===== src/rtl/vga_pixel_pipe_if.sv =====
// Signal bundle between vga_sync/framebuffer (master side) and vga_pixel_pipe (slave side).
// Carries raw timing in, framebuffer read port, and the aligned VGA pins out.
interface vga_pixel_pipe_if #(
  parameter int unsigned ADDR_W = 15
);
  logic              horizontal_sync;
  logic              vertical_sync;
  logic [9:0]        horizontal_counter;
  logic [9:0]        vertical_counter;
  logic [1:0]        pattern_sel;
  logic [ADDR_W-1:0] mem_addr;
  logic              mem_rd_en;
  logic [11:0]       mem_data;
  logic              vga_hs;
  logic              vga_vs;
  logic [3:0]        vga_r;
  logic [3:0]        vga_g;
  logic [3:0]        vga_b;
  logic              frame_start;
  logic [7:0]        frame_count;

  modport master (
    output horizontal_sync, vertical_sync, horizontal_counter, vertical_counter, pattern_sel,
    output mem_data,
    input  mem_addr, mem_rd_en,
    input  vga_hs, vga_vs, vga_r, vga_g, vga_b, frame_start, frame_count
  );

  modport slave (
    input  horizontal_sync, vertical_sync, horizontal_counter, vertical_counter, pattern_sel,
    input  mem_data,
    output mem_addr, mem_rd_en,
    output vga_hs, vga_vs, vga_r, vga_g, vga_b, frame_start, frame_count
  );
endinterface


===== src/rtl/vga_pixel_pipe.sv =====
// VGA pixel pipeline: turns raw sync/counters into aligned sync + 4:4:4 RGB pins, sourcing
// pixels from a fixed-latency framebuffer read port or from built-in test patterns.
module vga_pixel_pipe #(
  parameter int unsigned H_ACTIVE    = 640,
  parameter int unsigned V_ACTIVE    = 480,
  parameter int unsigned SCALE_SHIFT = 2,
  parameter int unsigned ADDR_W      = 15,
  parameter int unsigned MEM_LATENCY = 2
) (
  input logic             clock25,
  input logic             reset_n,
  vga_pixel_pipe_if.slave bus
);

  localparam logic [9:0]        HActive  = 10'(H_ACTIVE);
  localparam logic [9:0]        VActive  = 10'(V_ACTIVE);
  localparam logic [9:0]        BarWidth = 10'(H_ACTIVE / 8);
  localparam logic [ADDR_W-1:0] FbWidth  = ADDR_W'(H_ACTIVE >> SCALE_SHIFT);

  typedef enum logic [0:0] {StWaitFrame, StRun} state_e;

  typedef struct packed {
    logic       hs;
    logic       vs;
    logic       active;
    logic       run;
    logic [1:0] mode;
    logic [9:0] h;
    logic [9:0] v;
  } pix_t;

  localparam pix_t PixReset = '{hs: 1'b1, vs: 1'b1, active: 1'b0, run: 1'b0, mode: 2'd0,
                                h: 10'd0, v: 10'd0};

  state_e            state_q, state_d;
  logic [1:0]        mode_q, mode_d;
  logic [9:0]        h0_q, v0_q;
  logic              hs0_q, vs0_q;
  pix_t              s0;
  pix_t              dly_q [MEM_LATENCY];
  pix_t              px;
  logic              at_origin;
  logic              active_in;
  logic              rd_en_d;
  logic [ADDR_W-1:0] addr_in;
  logic [ADDR_W-1:0] mem_addr_q;
  logic              mem_rd_en_q;
  logic [2:0]        bar;
  logic [11:0]       pat_rgb;
  logic              show;
  logic              frame_start_d;
  logic              vga_hs_q, vga_vs_q;
  logic [11:0]       rgb_q;
  logic              frame_start_q;
  logic [7:0]        frame_count_q;

  assign at_origin = (bus.horizontal_counter == 10'd0) && (bus.vertical_counter == 10'd0);
  assign active_in = (bus.horizontal_counter < HActive) && (bus.vertical_counter < VActive);
  assign addr_in   = ADDR_W'(bus.vertical_counter >> SCALE_SHIFT) * FbWidth
                   + ADDR_W'(bus.horizontal_counter >> SCALE_SHIFT);

  // Mode is latched only at (0,0) so a frame never mixes sources.
  always_comb begin
    state_d = state_q;
    mode_d  = mode_q;
    if (at_origin) begin
      mode_d = bus.pattern_sel;
    end
    unique case (state_q)
      StWaitFrame: if (at_origin) state_d = StRun;
      StRun:       state_d = StRun;
    endcase
  end

  // Read issued alongside stage 0 using next-state mode/state, so memory data lands exactly
  // when the delayed pixel reaches the output register.
  assign rd_en_d = (state_d == StRun) && (mode_d == 2'd0) && active_in;

  always_ff @(posedge clock25) begin
    if (!reset_n) begin
      state_q     <= StWaitFrame;
      mode_q      <= 2'd0;
      h0_q        <= 10'd0;
      v0_q        <= 10'd0;
      hs0_q       <= 1'b1;
      vs0_q       <= 1'b1;
      mem_rd_en_q <= 1'b0;
      mem_addr_q  <= '0;
    end else begin
      state_q     <= state_d;
      mode_q      <= mode_d;
      h0_q        <= bus.horizontal_counter;
      v0_q        <= bus.vertical_counter;
      hs0_q       <= bus.horizontal_sync;
      vs0_q       <= bus.vertical_sync;
      mem_rd_en_q <= rd_en_d;
      if (rd_en_d) begin
        mem_addr_q <= addr_in;
      end
    end
  end

  assign s0 = '{hs: hs0_q, vs: vs0_q, active: (h0_q < HActive) && (v0_q < VActive),
                run: (state_q == StRun), mode: mode_q, h: h0_q, v: v0_q};

  always_ff @(posedge clock25) begin
    if (!reset_n) begin
      for (int i = 0; i < MEM_LATENCY; i++) begin
        dly_q[i] <= PixReset;
      end
    end else begin
      dly_q[0] <= s0;
      for (int i = 1; i < MEM_LATENCY; i++) begin
        dly_q[i] <= dly_q[i-1];
      end
    end
  end

  assign px  = dly_q[MEM_LATENCY-1];
  assign bar = 3'(px.h / BarWidth);

  always_comb begin
    pat_rgb = 12'h000;
    case (px.mode)
      2'd0: pat_rgb = bus.mem_data;
      // Bar order white..black maps to inverted index bits: R=~b1, G=~b2, B=~b0.
      2'd1: pat_rgb = {{4{~bar[1]}}, {4{~bar[2]}}, {4{~bar[0]}}};
      2'd2: pat_rgb = (px.h[5] ^ px.v[5]) ? 12'hFFF : 12'h000;
      2'd3: pat_rgb = ((px.h[4:0] == 5'd0) || (px.v[4:0] == 5'd0)) ? 12'hFFF : 12'h000;
      default: pat_rgb = 12'h000;
    endcase
  end

  assign show          = px.run && px.active;
  assign frame_start_d = show && (px.h == 10'd0) && (px.v == 10'd0);

  always_ff @(posedge clock25) begin
    if (!reset_n) begin
      vga_hs_q      <= 1'b1;
      vga_vs_q      <= 1'b1;
      rgb_q         <= 12'h000;
      frame_start_q <= 1'b0;
      frame_count_q <= 8'd0;
    end else begin
      vga_hs_q      <= px.hs;
      vga_vs_q      <= px.vs;
      rgb_q         <= show ? pat_rgb : 12'h000;
      frame_start_q <= frame_start_d;
      if (frame_start_d) begin
        frame_count_q <= frame_count_q + 8'd1;
      end
    end
  end

  assign bus.mem_addr    = mem_addr_q;
  assign bus.mem_rd_en   = mem_rd_en_q;
  assign bus.vga_hs      = vga_hs_q;
  assign bus.vga_vs      = vga_vs_q;
  assign bus.vga_r       = rgb_q[11:8];
  assign bus.vga_g       = rgb_q[7:4];
  assign bus.vga_b       = rgb_q[3:0];
  assign bus.frame_start = frame_start_q;
  assign bus.frame_count = frame_count_q;

endmodule


===== src/flat_wrapper.sv =====
// flat-port wrapper written by rule: the top's interface ports become plain ports
module vga_pixel_pipe_flat 
#(
  parameter int unsigned H_ACTIVE    = 640,
  parameter int unsigned V_ACTIVE    = 480,
  parameter int unsigned SCALE_SHIFT = 2,
  parameter int unsigned ADDR_W      = 15,
  parameter int unsigned MEM_LATENCY = 2
)
  (clock25, reset_n, bus_horizontal_sync, bus_vertical_sync, bus_horizontal_counter, bus_vertical_counter, bus_pattern_sel, bus_mem_data, bus_mem_addr, bus_mem_rd_en, bus_vga_hs, bus_vga_vs, bus_vga_r, bus_vga_g, bus_vga_b, bus_frame_start, bus_frame_count);
  vga_pixel_pipe_if #(.ADDR_W(ADDR_W)) bus_i ();
  input logic clock25;
  input logic reset_n;
  input wire logic [$bits(bus_i.horizontal_sync)-1:0] bus_horizontal_sync;
  input wire logic [$bits(bus_i.vertical_sync)-1:0] bus_vertical_sync;
  input wire logic [$bits(bus_i.horizontal_counter)-1:0] bus_horizontal_counter;
  input wire logic [$bits(bus_i.vertical_counter)-1:0] bus_vertical_counter;
  input wire logic [$bits(bus_i.pattern_sel)-1:0] bus_pattern_sel;
  input wire logic [$bits(bus_i.mem_data)-1:0] bus_mem_data;
  output wire logic [$bits(bus_i.mem_addr)-1:0] bus_mem_addr;
  output wire logic [$bits(bus_i.mem_rd_en)-1:0] bus_mem_rd_en;
  output wire logic [$bits(bus_i.vga_hs)-1:0] bus_vga_hs;
  output wire logic [$bits(bus_i.vga_vs)-1:0] bus_vga_vs;
  output wire logic [$bits(bus_i.vga_r)-1:0] bus_vga_r;
  output wire logic [$bits(bus_i.vga_g)-1:0] bus_vga_g;
  output wire logic [$bits(bus_i.vga_b)-1:0] bus_vga_b;
  output wire logic [$bits(bus_i.frame_start)-1:0] bus_frame_start;
  output wire logic [$bits(bus_i.frame_count)-1:0] bus_frame_count;
  assign bus_i.horizontal_sync = bus_horizontal_sync;
  assign bus_i.vertical_sync = bus_vertical_sync;
  assign bus_i.horizontal_counter = bus_horizontal_counter;
  assign bus_i.vertical_counter = bus_vertical_counter;
  assign bus_i.pattern_sel = bus_pattern_sel;
  assign bus_i.mem_data = bus_mem_data;
  assign bus_mem_addr = bus_i.mem_addr;
  assign bus_mem_rd_en = bus_i.mem_rd_en;
  assign bus_vga_hs = bus_i.vga_hs;
  assign bus_vga_vs = bus_i.vga_vs;
  assign bus_vga_r = bus_i.vga_r;
  assign bus_vga_g = bus_i.vga_g;
  assign bus_vga_b = bus_i.vga_b;
  assign bus_frame_start = bus_i.frame_start;
  assign bus_frame_count = bus_i.frame_count;
  vga_pixel_pipe #(.H_ACTIVE(H_ACTIVE), .V_ACTIVE(V_ACTIVE), .SCALE_SHIFT(SCALE_SHIFT), .ADDR_W(ADDR_W), .MEM_LATENCY(MEM_LATENCY)) u_core (.clock25(clock25), .reset_n(reset_n), .bus(bus_i));
endmodule

===== config.mk =====
export PLATFORM = sky130hd
export DESIGN_NAME = vga_pixel_pipe_flat
export DESIGN_NICKNAME = d
export VERILOG_FILES = /design/src/rtl/vga_pixel_pipe_if.sv /design/src/rtl/vga_pixel_pipe.sv /design/src/flat_wrapper.sv
export SDC_FILE = /design/constraint.sdc
export NUM_CORES = 1
export LEC_CHECK = 0
export ABC_AREA = 1
export BUFFER_PORTS_ARGS = -buffer_cell sky130_fd_sc_hd__clkbuf_2
export CAP_MARGIN = 10
export CORE_ASPECT_RATIO = 0.75
export CORE_MARGIN = 3
export CORE_UTILIZATION = 27
export CTS_CLUSTER_SIZE = 28
export DETAILED_ROUTE_END_ITERATION = 7
export PLACE_DENSITY = 0.54
export RECOVER_POWER = 100
export SYNTH_ARGS = -nofsm -noshare
export SYNTH_HDL_FRONTEND = slang
export SYNTH_SLANG_ARGS = --single-unit

===== constraint.sdc =====
create_clock -name clock25 -period 2.5 [get_ports clock25]
set_input_delay 0.375 -clock clock25 [delete_from_list [all_inputs] [get_ports clock25]]
set_output_delay 0.375 -clock clock25 [all_outputs]
set_load 0.01 [all_outputs]

==> impl_metrics.yaml <==
critical_path:
  crit_path_start_kind: "input pin"
  crit_required_ps: 2850
  r2r.worst_path.cells: 9
  crit_path_end_kind: "register"
  crit_type: "input pin to register"
  crit_arrival_ps: 2380
  crit_path_max_fanout: 2
final_layout:
  multiInputGateArea_sq_um: 1846
  area_growth_pct: 25.47
  drive_gt1_share_pct: 11.39
  nets: 807
  fillers: 1822
  final_cells: 1000
  antenna_cells: 0
  seq_area_sq_um: 2322
  final_core_util_pct: 35.22
job:
  maxCapViolCount: 1
synth:
  synth_warnings: 0
  syn_area_sq_um: 4825
  synthCells: 666
  yosys.area.top_type_share_pct: 48.13
  synth_top_cell_by_area: "dfxtp_1"
  synth_nets: 722
  yosysUniqueCellTypes: 32
  synthTopCellsByArea: "dfxtp_1 48%, nand2_1 14%, inv_1 11%"
  synth_seq_cells: 116
  syn_area_per_cell_sq_um: 7.244
  seq_area_frac_synth_pct: 48.13
clock_network:
  cts_resized: 0
  cts_root_buffer: "clkbuf_16"
  cts_tree: "built"
  cts_buffers: 17
  htreeDepth: 4
  cts.sinks: 116
  path_clk_slew_ps: 60
  hold_buffers: 0
  cts_setup_buffers: 0
  cts.path.max_buffers: 2
  insertion_delay_ps: 410
timing:
  hold_violations: 0
  finalCritPeriodShare_pct: 81.33
  tightest_slew_ps: 1576
  setup_viol: 0
  finClkSkew_ps: 7.801
  fin_setup_tns_ps: 0
  max_freq_ghz: 0.4918
  finalMaxSlewViolations: 86
  grt_setup_unrepaired: "no"
  timing.slew.headroom_pct: -5.066
  fin_crit_ps: 2033
power:
  ir_worst_vdd_v: 0.0004075
  power_density_nw_per_um2: 813.8
  pwr-share-seq_pct: 38.8
  p_sw_mw: 1.096
  p_clk_share_pct: 54.4
  power.leakage_nw: 3.354
  p_sw_share_pct: 22.25
  intPower_mw: 3.830
  combinationalPowerShare_pct: 6.8
drt:
  first_iter_violations: 163
  drtAntennaViolNets: 0
  detail_route.wl_per_cell_um: 9.892
  vias_per_cell: 3.858
  drc: 0
  vias: 3858
  totalWireLength_um: 9892
  first_pass_iters: 4
die:
  start_util_pct: 28.07
  die_width_um: 160.4
  io-pin-count: 77
  die_h_um: 121.8
  row_count: 41
  dieArea_sq_um: 19530
  core_sq_um: 17190
run_status:
  violations: "capacitance limit, slew limit"
  status: "finished with violations"
placement:
  io_buffers: 76
  hpwl_um: 7172
  placed_cells: 968
  place_congestion: 0.8114
grt:
  track_usage_pct: 10.67
  grt_max_degree: 86
  gr-total-overflow: 0
  grt_antenna_before_repair: 0
  grt_pass1_wl_um: 16520
  grt_pass1_vias: 3583
worst_hold_path:
  whs_path_depth: 2
  hp-class: "input pin to register"
-- metrics by stage --
step                      total power [mW]  instance area (sq um)  worst slack (ps)  hold WS [ps]
after CTS                            5.008                   6135             499.4         129.0
final                                4.926                   6053             466.8         147.4
after detailed placement             2.289                   5473             73.48         394.3
after global routing                 5.154                   6053             236.8         133.9
after global placement               2.291                   5473             103.4         393.4
after floorplan                      2.183                   4825             299.3         385.5
-- cell families (layout without fill, tap and decap cells) --
logic type | count (synthesis) | count (layout) | synth area share, %
xor+xnor | 10 | 10 | 1.815
flops | 116 | 116 | 48.13
simple gates | 326 | 326 | 28.29
buf+inv | 165 | 263 | 13.25
compound gates | 31 | 31 | 3.527
fa+ha+maj | 18 | 18 | 4.979
-- layer usage --
layer	GRT usage (%)	wire length, um
met1	14.07	5154
met4	4.336	111
met5	0	0
met2	15.44	4068
met3	4.453	558
-- final timing paths --
path / start / endpoint / slack, ps
setup reg to reg: u_core.dly_q[0][44] / u_core.rgb_q[0] / 760
setup / recovery: bus_vertical_counter[3] / u_core.bus.mem_addr[14] / 470
hold reg to reg: u_core.v0_q[3] / u_core.dly_q[0][3] / 410
hold / removal: bus_horizontal_sync / u_core.hs0_q / 150
-- layout make-up --
| cell class | count | share of cell area (%) |
|---|---|---|
| flip-flops and latches | 116 | 38.36 |
| inverters | 147 | 9.115 |
| clock inverters | 14 | 3.679 |
| repair buffers | 84 | 6.222 |
| clock buffers | 18 | 7.255 |
| multi-input cells | 385 | 30.49 |
| well taps | 236 | 4.878 |
-- placed cells by master, fill, tap and decap left out, types with 4 or more instances in the layout --
cell | netlist | final
a21oi_1 | 15 | 15
buf_4 | 1 | 4
bufinv_16 | 0 | 5
clkbuf_1 | 14 | 43
clkbuf_16 | 0 | 17
clkbuf_2 | 0 | 37
dfxtp_1 | 116 | 116
ha_1 | 16 | 16
inv_1 | 137 | 139
inv_2 | 7 | 5
nand2_1 | 184 | 184
nand3_1 | 40 | 42
nand4_1 | 12 | 12
nor2_1 | 72 | 73
o21ai_0 | 4 | 9
or2_2 | 7 | 7
xnor2_1 | 6 | 6
xor2_1 | 4 | 4
-- synth_stat cells --
cell type,n
nand3_2,2
or2_2,7
nand2_1,184
xor2_1,4
buf_4,1
a21oi_1,15
o22ai_1,1
o211ai_1,1
inv_2,7
o21bai_1,2
and2_1,1
a21boi_1,1
dfxtp_1,116
inv_1,137
ha_1,16
and3_1,2
buf_6,2
nor3_1,2
nand3_1,40
buf_2,1
nor2_1,72
nand3b_1,1
o21ai_1,6
a21oi_2,1
o21ai_0,4
clkinv_1,3
or2_1,1
nand4_1,12
clkbuf_1,14
xnor2_1,6
nor2_4,2
fa_1,2
-- registers in the layout, summed over array words and instances (netlist names) --
name                    flops
u_core.mode_q               2
u_core.vs0_q                1
u_core.bus.frame_count      8
u_core.rgb_q               12
u_core.v0_q                10
u_core.bus.frame_start      1
u_core.hs0_q                1
u_core.state_q              1
u_core.bus.mem_rd_en        1
u_core.dly_q               52
u_core.bus.vga_hs           1
u_core.bus.vga_vs           1
u_core.bus.mem_addr        15
u_core.h0_q                10
-- power groups by stage --
stage	Clock (mW)	Sequential, mW	Combinational, mW
after floorplan	0	1.95	0.237
after global placement	0	1.95	0.341
after detailed placement	0	1.95	0.339
after CTS	2.76	1.91	0.342
after global routing	2.85	1.91	0.393
final	2.68	1.91	0.336
-- worst max-delay path: stages --
cell      delay [ps]
clkbuf_1          80
ha_1             290
ha_1             210
inv_1             70
fa_1             430
nor2_1           150
nand3_1          100
a21oi_1          180
nand2_1           70
nor2_1           130
nand3_1           90
nand2_1           60
nor2_1            30
nor2_1           100
Note: power is estimated with default switching activity, not from simulation.
